**config.mk**
```make
export PLATFORM = sky130hd
export DESIGN_NAME = switch_input_conditioner
export DESIGN_NICKNAME = d
export VERILOG_FILES = /design/src/rtl/switch_input_conditioner.sv
export SDC_FILE = /design/constraint.sdc
export NUM_CORES = 1
export LEC_CHECK = 0
export ABC_AREA = 0
export BUFFER_PORTS_ARGS = -buffer_cell sky130_fd_sc_hd__buf_4
export CELL_PAD_IN_SITES_DETAIL_PLACEMENT = 1
export CELL_PAD_IN_SITES_GLOBAL_PLACEMENT = 1
export CORE_MARGIN = 4
export CORE_UTILIZATION = 40
export CTS_CLUSTER_SIZE = 16
export DETAILED_ROUTE_END_ITERATION = 12
export PLACE_DENSITY = 0.8
export SLEW_MARGIN = 10
export SYNTH_ARGS = -nofsm -noshare
export SYNTH_HDL_FRONTEND = slang
export SYNTH_SLANG_ARGS = --single-unit
```
**constraint.sdc**
```tcl
create_clock -name clock -period 4.7 [get_ports clock]
set_input_delay 0.47 -clock clock [delete_from_list [all_inputs] [get_ports clock]]
set_output_delay 0.47 -clock clock [all_outputs]
set_load 0.02 [all_outputs]
```
**src/rtl/switch_input_conditioner.sv**
```systemverilog
// switch_input_conditioner
// Synchronises and debounces 16 board switches plus the "enter" key, presents
// the stable switch word, and latches a switch snapshot on every key press into
// a valid/ack holding register for the processor's input instruction.
// Optional build macro: KEY_REPEAT_EN adds auto-repeat press events while the
// key is held (REPEAT_DELAY ticks to the first repeat, then one per REPEAT_RATE).
module switch_input_conditioner #(
  parameter int TICK_DIV       = 50000,
  parameter int DEBOUNCE_TICKS = 10,
  parameter int KEY_ACTIVE_LOW = 1
`ifdef KEY_REPEAT_EN
  ,
  parameter int REPEAT_DELAY   = 500,
  parameter int REPEAT_RATE    = 100
`endif
) (
  input  logic        clock,
  input  logic        reset,
  input  logic [15:0] sw_raw,
  input  logic        key_raw,
  output logic [15:0] sw,
  output logic        key_pressed,
  output logic [15:0] data_out,
  output logic        data_valid,
  input  logic        data_ack,
  output logic        overrun
);

  // 16 switch channels plus the key on channel 16
  localparam int NCH   = 17;
  localparam int KEY   = 16;
  localparam int PRE_W = (TICK_DIV > 1) ? $clog2(TICK_DIV) : 1;
  localparam int CNT_W = $clog2(DEBOUNCE_TICKS + 1);

  localparam logic [PRE_W-1:0] PRE_LAST = PRE_W'(TICK_DIV - 1);
  localparam logic [CNT_W-1:0] CNT_DONE = CNT_W'(DEBOUNCE_TICKS);

  logic [NCH-1:0]   r_sync1;
  logic [NCH-1:0]   r_sync2;
  logic [NCH-1:0]   w_sample;
  logic [NCH-1:0]   w_stable;
  logic [PRE_W-1:0] r_presc;
  logic             w_tick;
  logic             r_key_prev;
  logic             w_press;
  logic             w_event;
  logic [15:0]      r_data_out;
  logic             r_data_valid;
  logic             r_overrun;

  // Two-flop synchroniser for every raw channel
  always_ff @(posedge clock) begin
    if (reset) begin
      r_sync1 <= '0;
      r_sync2 <= '0;
    end else begin
      r_sync1 <= {key_raw, sw_raw};
      r_sync2 <= r_sync1;
    end
  end

  // Key is normalised after the synchroniser so that 1 always means pressed
  assign w_sample = {((KEY_ACTIVE_LOW != 0) ? ~r_sync2[KEY] : r_sync2[KEY]),
                     r_sync2[15:0]};

  // Free-running sample prescaler, wraps after TICK_DIV cycles
  always_ff @(posedge clock) begin
    if (reset) begin
      r_presc <= '0;
    end else if (r_presc == PRE_LAST) begin
      r_presc <= '0;
    end else begin
      r_presc <= r_presc + 1'b1;
    end
  end

  assign w_tick = (r_presc == PRE_LAST);

  // One debounce counter per channel; the stable level flips only after
  // DEBOUNCE_TICKS consecutive tick samples that disagree with it
  generate
    for (genvar gi = 0; gi < NCH; gi++) begin : g_chan
      logic [CNT_W-1:0] r_cnt;
      logic             r_stable;
      logic [CNT_W-1:0] w_cnt_inc;

      assign w_cnt_inc = r_cnt + 1'b1;

      // Count disagreeing samples; any agreeing sample restarts the run
      always_ff @(posedge clock) begin
        if (reset) begin
          r_cnt    <= '0;
          r_stable <= 1'b0;
        end else if (w_tick) begin
          if (w_sample[gi] == r_stable) begin
            r_cnt <= '0;
          end else if (w_cnt_inc == CNT_DONE) begin
            r_stable <= w_sample[gi];
            r_cnt    <= '0;
          end else begin
            r_cnt <= w_cnt_inc;
          end
        end
      end

      assign w_stable[gi] = r_stable;
    end
  endgenerate

  // Previous debounced key level for rising-edge (press) detection
  always_ff @(posedge clock) begin
    if (reset) begin
      r_key_prev <= 1'b0;
    end else begin
      r_key_prev <= w_stable[KEY];
    end
  end

  // Release produces no event, only the 0->1 transition does
  assign w_press = w_stable[KEY] & ~r_key_prev;

`ifdef KEY_REPEAT_EN
  localparam int REP_MAX = (REPEAT_DELAY > REPEAT_RATE) ? REPEAT_DELAY : REPEAT_RATE;
  localparam int REP_W   = $clog2(REP_MAX + 1);

  logic [REP_W-1:0] r_rep_cnt;
  logic             r_rep_armed;
  logic [REP_W-1:0] w_rep_inc;
  logic [REP_W-1:0] w_rep_target;
  logic             w_rep_hit;
  logic             w_rep_evt;

  // Before the first repeat the hold must last REPEAT_DELAY ticks, after it
  // every REPEAT_RATE ticks yields another synthetic press
  assign w_rep_inc    = r_rep_cnt + 1'b1;
  assign w_rep_target = r_rep_armed ? REP_W'(REPEAT_RATE) : REP_W'(REPEAT_DELAY);
  assign w_rep_hit    = (w_rep_inc == w_rep_target);
  assign w_rep_evt    = w_tick & w_stable[KEY] & w_rep_hit;

  // Repeat timer runs on ticks only while the key is held, clears on release
  always_ff @(posedge clock) begin
    if (reset || !w_stable[KEY]) begin
      r_rep_cnt   <= '0;
      r_rep_armed <= 1'b0;
    end else if (w_tick) begin
      if (w_rep_hit) begin
        r_rep_cnt   <= '0;
        r_rep_armed <= 1'b1;
      end else begin
        r_rep_cnt <= w_rep_inc;
      end
    end
  end

  assign w_event = w_press | w_rep_evt;
`else
  assign w_event = w_press;
`endif

  // Holding register: capture on press, release on ack, flag lost presses.
  // A press coinciding with an ack replaces the snapshot and keeps it valid.
  always_ff @(posedge clock) begin
    if (reset) begin
      r_data_out   <= '0;
      r_data_valid <= 1'b0;
      r_overrun    <= 1'b0;
    end else if (w_event) begin
      if (!r_data_valid) begin
        r_data_out   <= w_stable[15:0];
        r_data_valid <= 1'b1;
      end else if (data_ack) begin
        r_data_out <= w_stable[15:0];
      end else begin
        r_overrun <= 1'b1;
      end
    end else if (data_ack && r_data_valid) begin
      r_data_valid <= 1'b0;
      r_overrun    <= 1'b0;
    end
  end

  assign sw          = w_stable[15:0];
  assign key_pressed = w_stable[KEY];
  assign data_out    = r_data_out;
  assign data_valid  = r_data_valid;
  assign overrun     = r_overrun;

endmodule

```
---- Word-level counts from Yosys, hierarchy flattened ----
Index checks and enable logic that the tools add are counted.
Widths: inputs -> output; s select.
operators by class
  $add $sub $neg .......................... 18
  equality and inequality tests ........... 38
  mux-type cells .......................... 41
  bitwise operators ....................... 20
  reduce and logical (&&, ||, !) cells .... 22
operators with widths
  cell                   number
  $mux 4                 34
  $add 4x1->4 const B    17
  $eq 4x4->1 const B     17
  $reduce_and 3->1       18
  $mux 16                2
  $not 1->1              19
  $eq 1x1->1             17
  $add 16x1->16 const B  1
  $eq 16x16->1 const B   1
  $mux 1                 5
  $ne 2x2->1 const B     2
  $ne 2x1->1 const B     1
  $reduce_and 2->1       1
  $reduce_bool 2->1      1
  $reduce_or 2->1        1
  $and 1x1->1            1
  $logic_and 1x1->1      1
word-level totals
  register bits after elaboration ......... 154
  bits of input ports ..................... 20
  output and inout bits ................... 35
  word-level logic and storage cells ...... 180

---- Logic depth before layout (Yosys ltp) ----
Gate-level depths: netlist of run 1.
  word-level depth ........................ 4
  depth in mapped cells ................... 9
  gate-level depth less buffers ........... 7

---- Worst setup path after synthesis of run 1 ----
Ideal clock, no wire load.
  path type ............................... flip-flop to flip-flop
  start ................................... reg r_presc[0]
  end ..................................... reg g_chan[6].r_cnt[1]
  library setup time ...................... 128 ps
  data arrival time ....................... 1686 ps
  required time ........................... 4572 ps
  path slack .............................. 2887 ps
  cell stages (with the launch flop) ...... 10
  path buffers ............................ 3
  clock period less this slack ............ 1813 ps
  cell sequence ........................... dfxtp_1 ha_1 and3_1 buf_4 nand4_2 buf_2 clkbuf_1 nor2_1 a22oi_1 nor2_1
on the way
  longest elaborated chain between the ends .. 1
ends and longest elaborated chain
  item                    line  source
  from (decl)             42    logic [PRE_W-1:0] r_presc;
  from (signal assigned)  73    r_presc <= r_presc + 1'b1;
  $eq 16x16->1            77    assign w_tick = (r_presc == PRE_LAST);
  to (signal assigned)    101   r_cnt <= w_cnt_inc;
  to (decl)               83    logic [CNT_W-1:0] r_cnt;
Every way passes these cells.
A chain may end at the register's enable or synchronous reset.

---- Final worst setup path of run 1 ----
  start ................................... reg r_presc[0]
  end ..................................... reg g_chan[9].r_cnt[3]
on the way
  longest elaborated chain between the ends .. 1
ends and longest elaborated chain
  item                  line
  $eq 16x16->1          77
  to (signal assigned)  101
  to (decl)             83
Every way passes these cells.

==> results of run 1 <==
[area by class of cell]
class / count / area (um^2)
fillers: 2223 / 9950
repair buffers: 63 / 473
flip-flops and latches: 154 / 3080
clock buffers: 22 / 494
clock inverters: 10 / 163
multi-input cells: 674 / 4110
inverters: 21 / 78.8
well taps: 234 / 293
[state kept, by name, summed over array words and instances (netlist names)]
name	cells
key_pressed	1
data_valid	1
g_chan.r_cnt	68
r_presc	16
overrun	1
g_chan.r_stable	16
r_sync1	17
data_out	16
r_key_prev	1
r_sync2	17
[how the worst max path moves through the flow]
stage / end / depth (start not counted) / from
after global routing: g_chan[9].r_cnt[3]$_SDFFE_PP0N_ / 7 / r_presc[0]$_SDFF_PP0_
final: g_chan[9].r_cnt[3]$_SDFFE_PP0N_ / 7 / r_presc[0]$_SDFF_PP0_
after global placement: g_chan[4].r_cnt[3]$_SDFFE_PP0N_ / 7 / r_presc[0]$_SDFF_PP0_
after CTS: g_chan[9].r_cnt[3]$_SDFFE_PP0N_ / 7 / r_presc[0]$_SDFF_PP0_
after detailed placement: g_chan[3].r_cnt[3]$_SDFFE_PP0N_ / 7 / r_presc[0]$_SDFF_PP0_
after floorplan: g_chan[6].r_cnt[1]$_SDFFE_PP0N_ / 9 / r_presc[0]$_SDFF_PP0_
[cells in the mapped netlist, drive strengths merged, types with 8 or more instances]
cell    number  area, um^2
clkbuf      24        90.1
xor2        16         140
nand3       40         200
nand2      150         563
o31ai        8        65.1
nor2        63         236
nor4        10        62.6
dfxtp      154        3080
xnor2       17         149
mux2         8        90.1
nor3        10        50.1
nor2b       43         269
nor4bb      11         110
a21bo        9        90.1
nand3b       9        67.6
ha          35         438
or3         16         100
a22oi        9        67.6
buf         32         208
o21ai       42         210
mux2i       15         150
a21oi       76         380
and3        13        81.3
inv         21        78.8
[cell usage in the layout, fill, tap and decap left out, types with 17 or more instances in the layout]
| master | synthesis | final |
|---|---|---|
| a21oi_1 | 76 | 76 |
| buf_4 | 18 | 63 |
| clkbuf_16 | 0 | 17 |
| dfxtp_1 | 154 | 154 |
| ha_1 | 35 | 35 |
| inv_1 | 21 | 21 |
| nand2_1 | 150 | 150 |
| nand3_1 | 40 | 40 |
| nor2_1 | 63 | 63 |
| nor2b_1 | 43 | 43 |
| o21ai_0 | 42 | 42 |
| xnor2_1 | 17 | 17 |
[routing by layer]
metal	global-route usage [%]	routed length, um	vias up
li1	-	-	3164
met1	21.7	8400	3058
met2	31.2	9000	68
met3	4.30	561	15
met4	5.13	222	0
met5	0	0	-
[critical path, stage by stage (launching register included)]
cell and delay (ns):
dfxtp_1 0.37, ha_1 0.25, and3_1 0.29, nand4_2 0.67, buf_4 0.47, nor4_1 0.35, o21ai_0 0.13, o21ai_0 0.12
[power groups by stage]
stage	Combinational [mW]	Clock [mW]	Sequential, mW
6_report	0.0720	1.52	1.33
2_1_floorplan	0.0462	0	1.36
3_5_place_dp	0.0723	0	1.36
4_1_cts	0.0737	1.55	1.33
5_1_grt	0.0813	1.61	1.33
3_3_place_gp	0.0720	0	1.36
[cells by family (layout without fill, tap and decap cells)]
family | Yosys count | in the layout | share of synthesized area [%]
DFF | 154 | 154 | 40.7
muxes | 23 | 23 | 3.17
adders and majority gates | 35 | 35 | 5.79
buffers and inverters | 77 | 116 | 4.98
AOI/OAI and AO/OA | 172 | 172 | 13.6
xor gates and xnor gates | 33 | 33 | 3.82
and+or+nand+nor | 411 | 411 | 27.9
==> metrics.md, run 1 <==
| Metric | Value |
|---|---|
| Status | complete, no violations |
| Gr ovfl total | 0 |
| RR Startpoint | r_presc[0]$_SDFF_PP0_ |
| Crit path max fanout | 29 |
| Clock Skews | 0.0110 ns |
| Slew HR | 37.5% |
| Post-Synthesis Cells | 905 |
| R2r setup slk | 1.95 ns |
| Initial DRC Count | 243 |
| Dpl cell area | 8040 um^2 |
| Clk_lat worst skew | 0.43 ns |
| Tightest Pin Transition | 0.938 ns |
| Root Buffer | clkbuf_16 |
| First-pass GRT wire length | 31700 um |
| Clk pin slew, worst setup/hold paths | 0.07 ns |
| Worst R2R End | g_chan[9].r_cnt[3]$_SDFFE_PP0N_ |
| I/O Pins | 55 |
| DP Wirelength | 11600 um |
| Total track usage | 17.8% |
| Ant. Diodes | 0 |
| Nets | 986 |
| Area Growth Syn to Fin | 14.9% |
| Sw Share | 20.8% |
| Dpl ws | 2.01 ns |
| Post-Syn Area per Cell | 8.36 um^2 |
| H-tree depth | 4 |
| Wirelength per Cell | 15.4 um |
| Finished Cell Area | 8690 um^2 |
| Mapped cell area | 7570 um^2 |
| Worst setup SP type | flip-flop |
| Synth unique cells | 50 |
| Core Util, Final | 46.6% |
| Part of the power in the clock network | 52.0% |
| Count of input and output buffers | 54 |
| Total CTS buffers | 17 |
| Syn Nets | 960 |
| Clock period minus worst slack | 2.75 ns |
| Number of max-cap violations | 0 |
| Vias per cell | 5.35 |
| Hold endpoint | r_sync1[5]$_SDFF_PP0_ |
| Total power | 2.92 mW |
| Reg2Reg Depth | 7 |
| Non-Filler Instances | 1178 |
| Largest net degree at the start of global routing | 54 |
| Final worst slack | 1.95 ns |
| Seq/Total Area, Yosys | 40.7% |
| Total setup buffers inserted after CTS | 0 |
| RSZ-0062 raised after global routing | no |
| Finish-stage setup viols | 0 |
| Initial antenna violation count | 0 |
| Switch Pwr | 608 uW |
| Min-delay src | sw_raw[5] |
| DRC Markers | 0 |
| Setup crit end kind | flip-flop |
| Worst EP required | 5.04 ns |
| Placement row count | 50 |
| DRT Wirelength | 18200 um |
| Die X | 146 um |
| Async set-reset flop share out of synthesis | 0% |
| Post-CTS resize count | 0 |
| Vias in the first global route | 6538 |
| Post-CTS Hold Buffers | 0 |
| Clock buffer depth | 2 |
| Number of synthesis warnings | 0 |
| Hold Crit Class | primary input to flip-flop |
| Slew Limit Fails | 0 |
| Internal Pwr Total | 2.31 mW |
| Die Ht | 146 um |
| Clk sinks | 154 |
| Worst Path Arrival | 3.08 ns |
| Pwr Density | 336 nW/um^2 |
| Logic pwr share | 2.5% |
| Reg power frac | 45.6% |
| Worst VDD drop | 0.000248 V |
| Critical Setup Path Class | flip-flop to flip-flop |
| Hold Vio Cnt, Final | 0 |
| Fmax | 364 MHz |
| Period utilization | 58.4% |
| WHS | 0.247 ns |
| TNS Setup | 0 ns |
| RePlAce Congestion | 0.776 |
| Core Footprint | 18600 um^2 |
| Share of cells above drive strength 1 | 13.2% |
| Top_reg_cell synth | dfxtp_1 |
| First-pass DRT Iterations | 6 |
| Pleak | 3.18 nW |
| Initial Util | 40.6% |
| Inst Count DP | 1146 |
| CTS tree | built |
| Routed Antenna Nets | 0 |
| Yosys reg bits | 154 |
| Hold Path Depth | 2 |
| Number of flops mapped to enable cells by yosys | 0 |
| Vias post-DR | 6305 |
| Area of the die | 21200 um^2 |
Power figures use the tool's default switching activity.
==> run 2: changes to the inputs <==
--- a/config.mk
+++ b/config.mk
@@ -13,7 +13,7 @@
 export CORE_UTILIZATION = 40
 export CTS_CLUSTER_SIZE = 16
 export DETAILED_ROUTE_END_ITERATION = 12
-export PLACE_DENSITY = 0.8
+export PLACE_DENSITY = 0.83
 export SLEW_MARGIN = 10
 export SYNTH_ARGS = -nofsm -noshare
 export SYNTH_HDL_FRONTEND = slang
==> constraint.sdc (replaced) <==
create_clock -name clock -period 2.5 [get_ports clock]
set_input_delay 0.25 -clock clock [delete_from_list [all_inputs] [get_ports clock]]
set_output_delay 0.25 -clock clock [all_outputs]
set_load 0.02 [all_outputs]
==> run 2 against run 1 <==
Via count grew 1.7%. Setup slack got worse by 1.6 ns. Global-route usage is 0.29 points lower. Clock skew hardly changed. Highest routed layer unchanged.
==> metrics.md, run 2 (synthesis gave the netlist of run 1 again) <==
| Metric | Value |
|---|---|
| Status | complete, no violations (unchanged) |
| Hold Vio Cnt, Final | 0 (unchanged) |
| Largest net degree at the start of global routing | 77 (was 54) |
| RR Startpoint | r_presc[0]$_SDFF_PP0_ (unchanged) |
| Number of max-cap violations | 0 (unchanged) |
| Clk sinks | 154 (unchanged) |
| Crit path max fanout | 48 (was 29) |
| Critical Path Max Stage Delay | 0.37 ns (was 0.67 ns) |
| Slew HR | 45.5% (was 37.5%) |
| Hold Path Depth | 2 (unchanged) |
| H-tree depth | 4 (unchanged) |
| Post-CTS resize count | 0 (unchanged) |
| Top flop regs | g_chan.r_cnt: 68 flops, r_sync1: 17 flops, r_sync2: 17 flops (unchanged) |
| Critical path's slowest cell | dfxtp_1 (was nand4_2) |
| Pwr Density | 610 nW/um^2 (was 336 nW/um^2) |
| Setup crit end kind | flip-flop (unchanged) |
| Core Footprint | 18600 um^2 (unchanged) |
| Worst setup SP type | flip-flop (unchanged) |
| Total track usage | 17.5% (was 17.8%) |
| Largest Register | g_chan.r_cnt (unchanged) |
| Gr ovfl total | 0 (unchanged) |
| R2r setup slk | 0.35 ns (was 1.95 ns) |
| Max reg flops | 68 (unchanged) |
| Initial DRC Count | 270 (was 243) |
| Slew Limit Fails | 0 (unchanged) |
| Worst Path Arrival | 2.51 ns (was 3.08 ns) |
| CP cell instances | ha_1 > and3_1 > nand4_1 > buf_12 > or2_2 > a21o_1 > a21oi_1 (was ha_1 > and3_1 > nand4_2 > buf_4 > nor4_1 > o21ai_0 > o21ai_0) |
| WHS | 0.0225 ns (was 0.247 ns) |
| RePlAce Congestion | 0.758 (was 0.776) |
| Count of input and output buffers | 54 (unchanged) |
| First-pass DRT Iterations | 4 (was 6) |
| Finish-stage setup viols | 0 (unchanged) |
| Tightest Pin Transition | 0.815 ns (was 0.938 ns) |
| Vias per cell | 5.42 (was 5.35) |
| Root Buffer | clkbuf_16 (unchanged) |
| Pleak | 3.18 nW (about the same) |
| Total CTS buffers | 17 (unchanged) |
| Die X | 146 um (unchanged) |
| Nets | 992 (was 986) |
| Period utilization | 86.1% (was 58.4%) |
| Area of the die | 21200 um^2 (unchanged) |
| Post-CTS Hold Buffers | 0 (unchanged) |
| Share of cells above drive strength 1 | 13.6% (was 13.2%) |
| I/O Pins | 55 (unchanged) |
| DP Wirelength | 12300 um (was 11600 um) |
| Initial antenna violation count | 0 (unchanged) |
| First-pass GRT wire length | 31300 um (was 31700 um) |
| RSZ-0062 raised after global routing | no (unchanged) |
| Worst VDD drop | 0.000516 V (was 0.000248 V) |
| Vias post-DR | 6412 (was 6305) |
| Wirelength per Cell | 15.6 um (was 15.4 um) |
| Critical Setup Path Class | flip-flop to flip-flop (unchanged) |
| TNS Setup | 0 ns (unchanged) |
| Hold Crit Class | primary input to flip-flop (unchanged) |
| Reg2Reg Depth | 7 (unchanged) |
| Total power | 5.31 mW (was 2.92 mW) |
| Clk pin slew, worst setup/hold paths | 0.07 ns (about the same) |
| Routed Antenna Nets | 0 (unchanged) |
| CP startpoint | r_presc[0]$_SDFF_PP0_ (unchanged) |
| Fmax | 464 MHz (was 364 MHz) |
| DRC Markers | 0 (unchanged) |
| Most common cell after layout, fill and taps aside | dfxtp_1 (unchanged) |
| Total setup buffers inserted after CTS | 0 (unchanged) |
| Die Ht | 146 um (unchanged) |
| Clk_lat worst skew | 0.43 ns (about the same) |
| Worst EP required | 2.86 ns (was 5.04 ns) |
| Clock period minus worst slack | 2.15 ns (was 2.75 ns) |
| Worst Setup EP | g_chan[0].r_cnt[3]$_SDFFE_PP0N_ (was g_chan[9].r_cnt[3]$_SDFFE_PP0N_) |
| Core Util, Final | 46.7% (was 46.6%) |
| Vias in the first global route | 6452 (was 6538) |
| Ant. Diodes | 0 (unchanged) |
| Initial Util | 40.6% (unchanged) |
| Placement row count | 50 (unchanged) |
| Worst R2R End | g_chan[0].r_cnt[3]$_SDFFE_PP0N_ (was g_chan[9].r_cnt[3]$_SDFFE_PP0N_) |
| Clock buffer depth | 2 (unchanged) |
| DRT Wirelength | 18500 um (was 18200 um) |
| Clock Skews | 0.0110 ns (about the same) |
| CTS tree | built (unchanged) |
| Most frequent cells in the layout | dfxtp_1, nand2_1, a21oi_1, buf_4, nor2_1 (was dfxtp_1, nand2_1, a21oi_1, nor2_1, buf_4) |
| Area Growth Syn to Fin | 15.1% (was 14.9%) |
-- run 2: cell count changes in the layout (fill, tap and decap cells not counted), moves of 2 or more --
cell	before	now
clkinvlp_4	2	5
clkbuf_8	5	0
clkinv_4	2	4
clkbuf_1	0	2
buf_12	0	2
clkinv_2	2	0
buf_4	63	67
-- run 2: metrics by stage --
stage	area, um^2	std cells	setup WS (ns)
after CTS	8710	1184	0.329
after floorplan	7570	905	0.687
final	8710	1184	0.347
after global placement	8110	1152	0.484
after detailed placement	8110	1152	0.345
after global routing	8710	1184	0.195
-- run 2: worst min-delay path by stage --
stage	from	slack (ns)	endpoint
after detailed placement	r_sync1[12]$_SDFF_PP0_	0.43	r_sync2[12]$_SDFF_PP0_
final	sw_raw[6]	0.02	r_sync1[6]$_SDFF_PP0_
after CTS	sw_raw[6]	0.008	r_sync1[6]$_SDFF_PP0_
after global placement	r_sync1[11]$_SDFF_PP0_	0.42	r_sync2[11]$_SDFF_PP0_
after floorplan	sw_raw[0]	0.38	r_sync1[0]$_SDFF_PP0_
after global routing	sw_raw[0]	0.01	r_sync1[0]$_SDFF_PP0_
-- run 2: final cells by class --
class	count	area, um^2
clock buffer	19	433
clock inverter	13	171
timing repair buffer	69	543
multi-input combinational	674	4110
sequential	154	3080
fill	2230	9930
tap	234	293
inverter	21	78.8
-- run 2: power breakdown --
group	internal [mW]	leakage, nW	switching [mW]	total (mW)
Sequential	2.48	1.25	0.0153	2.50
Clock	1.58	0.276	1.09	2.67
Combinational	0.0557	1.66	0.0836	0.139
-- run 2: metal layers --
layer | GRT usage, % | up-vias | wire [um]
met3 | 3.83 | 22 | 551
met1 | 21.9 | 3137 | 8590
met4 | 5.22 | 0 | 239
met5 | 0 | - | 0
li1 | - | 3176 | -
met2 | 30.3 | 77 | 9130
-- run 2: worst max-delay path, delay by kind of cell, from the launching register on --
family                   cells  cell delay [ns]
adder cells (fa/ha/maj)      1             0.24
buffers and inverters        1             0.27
AO/OA/AOI/OAI                2             0.33
flip-flops                   1             0.37
AND/OR/NAND/NOR              3             0.86
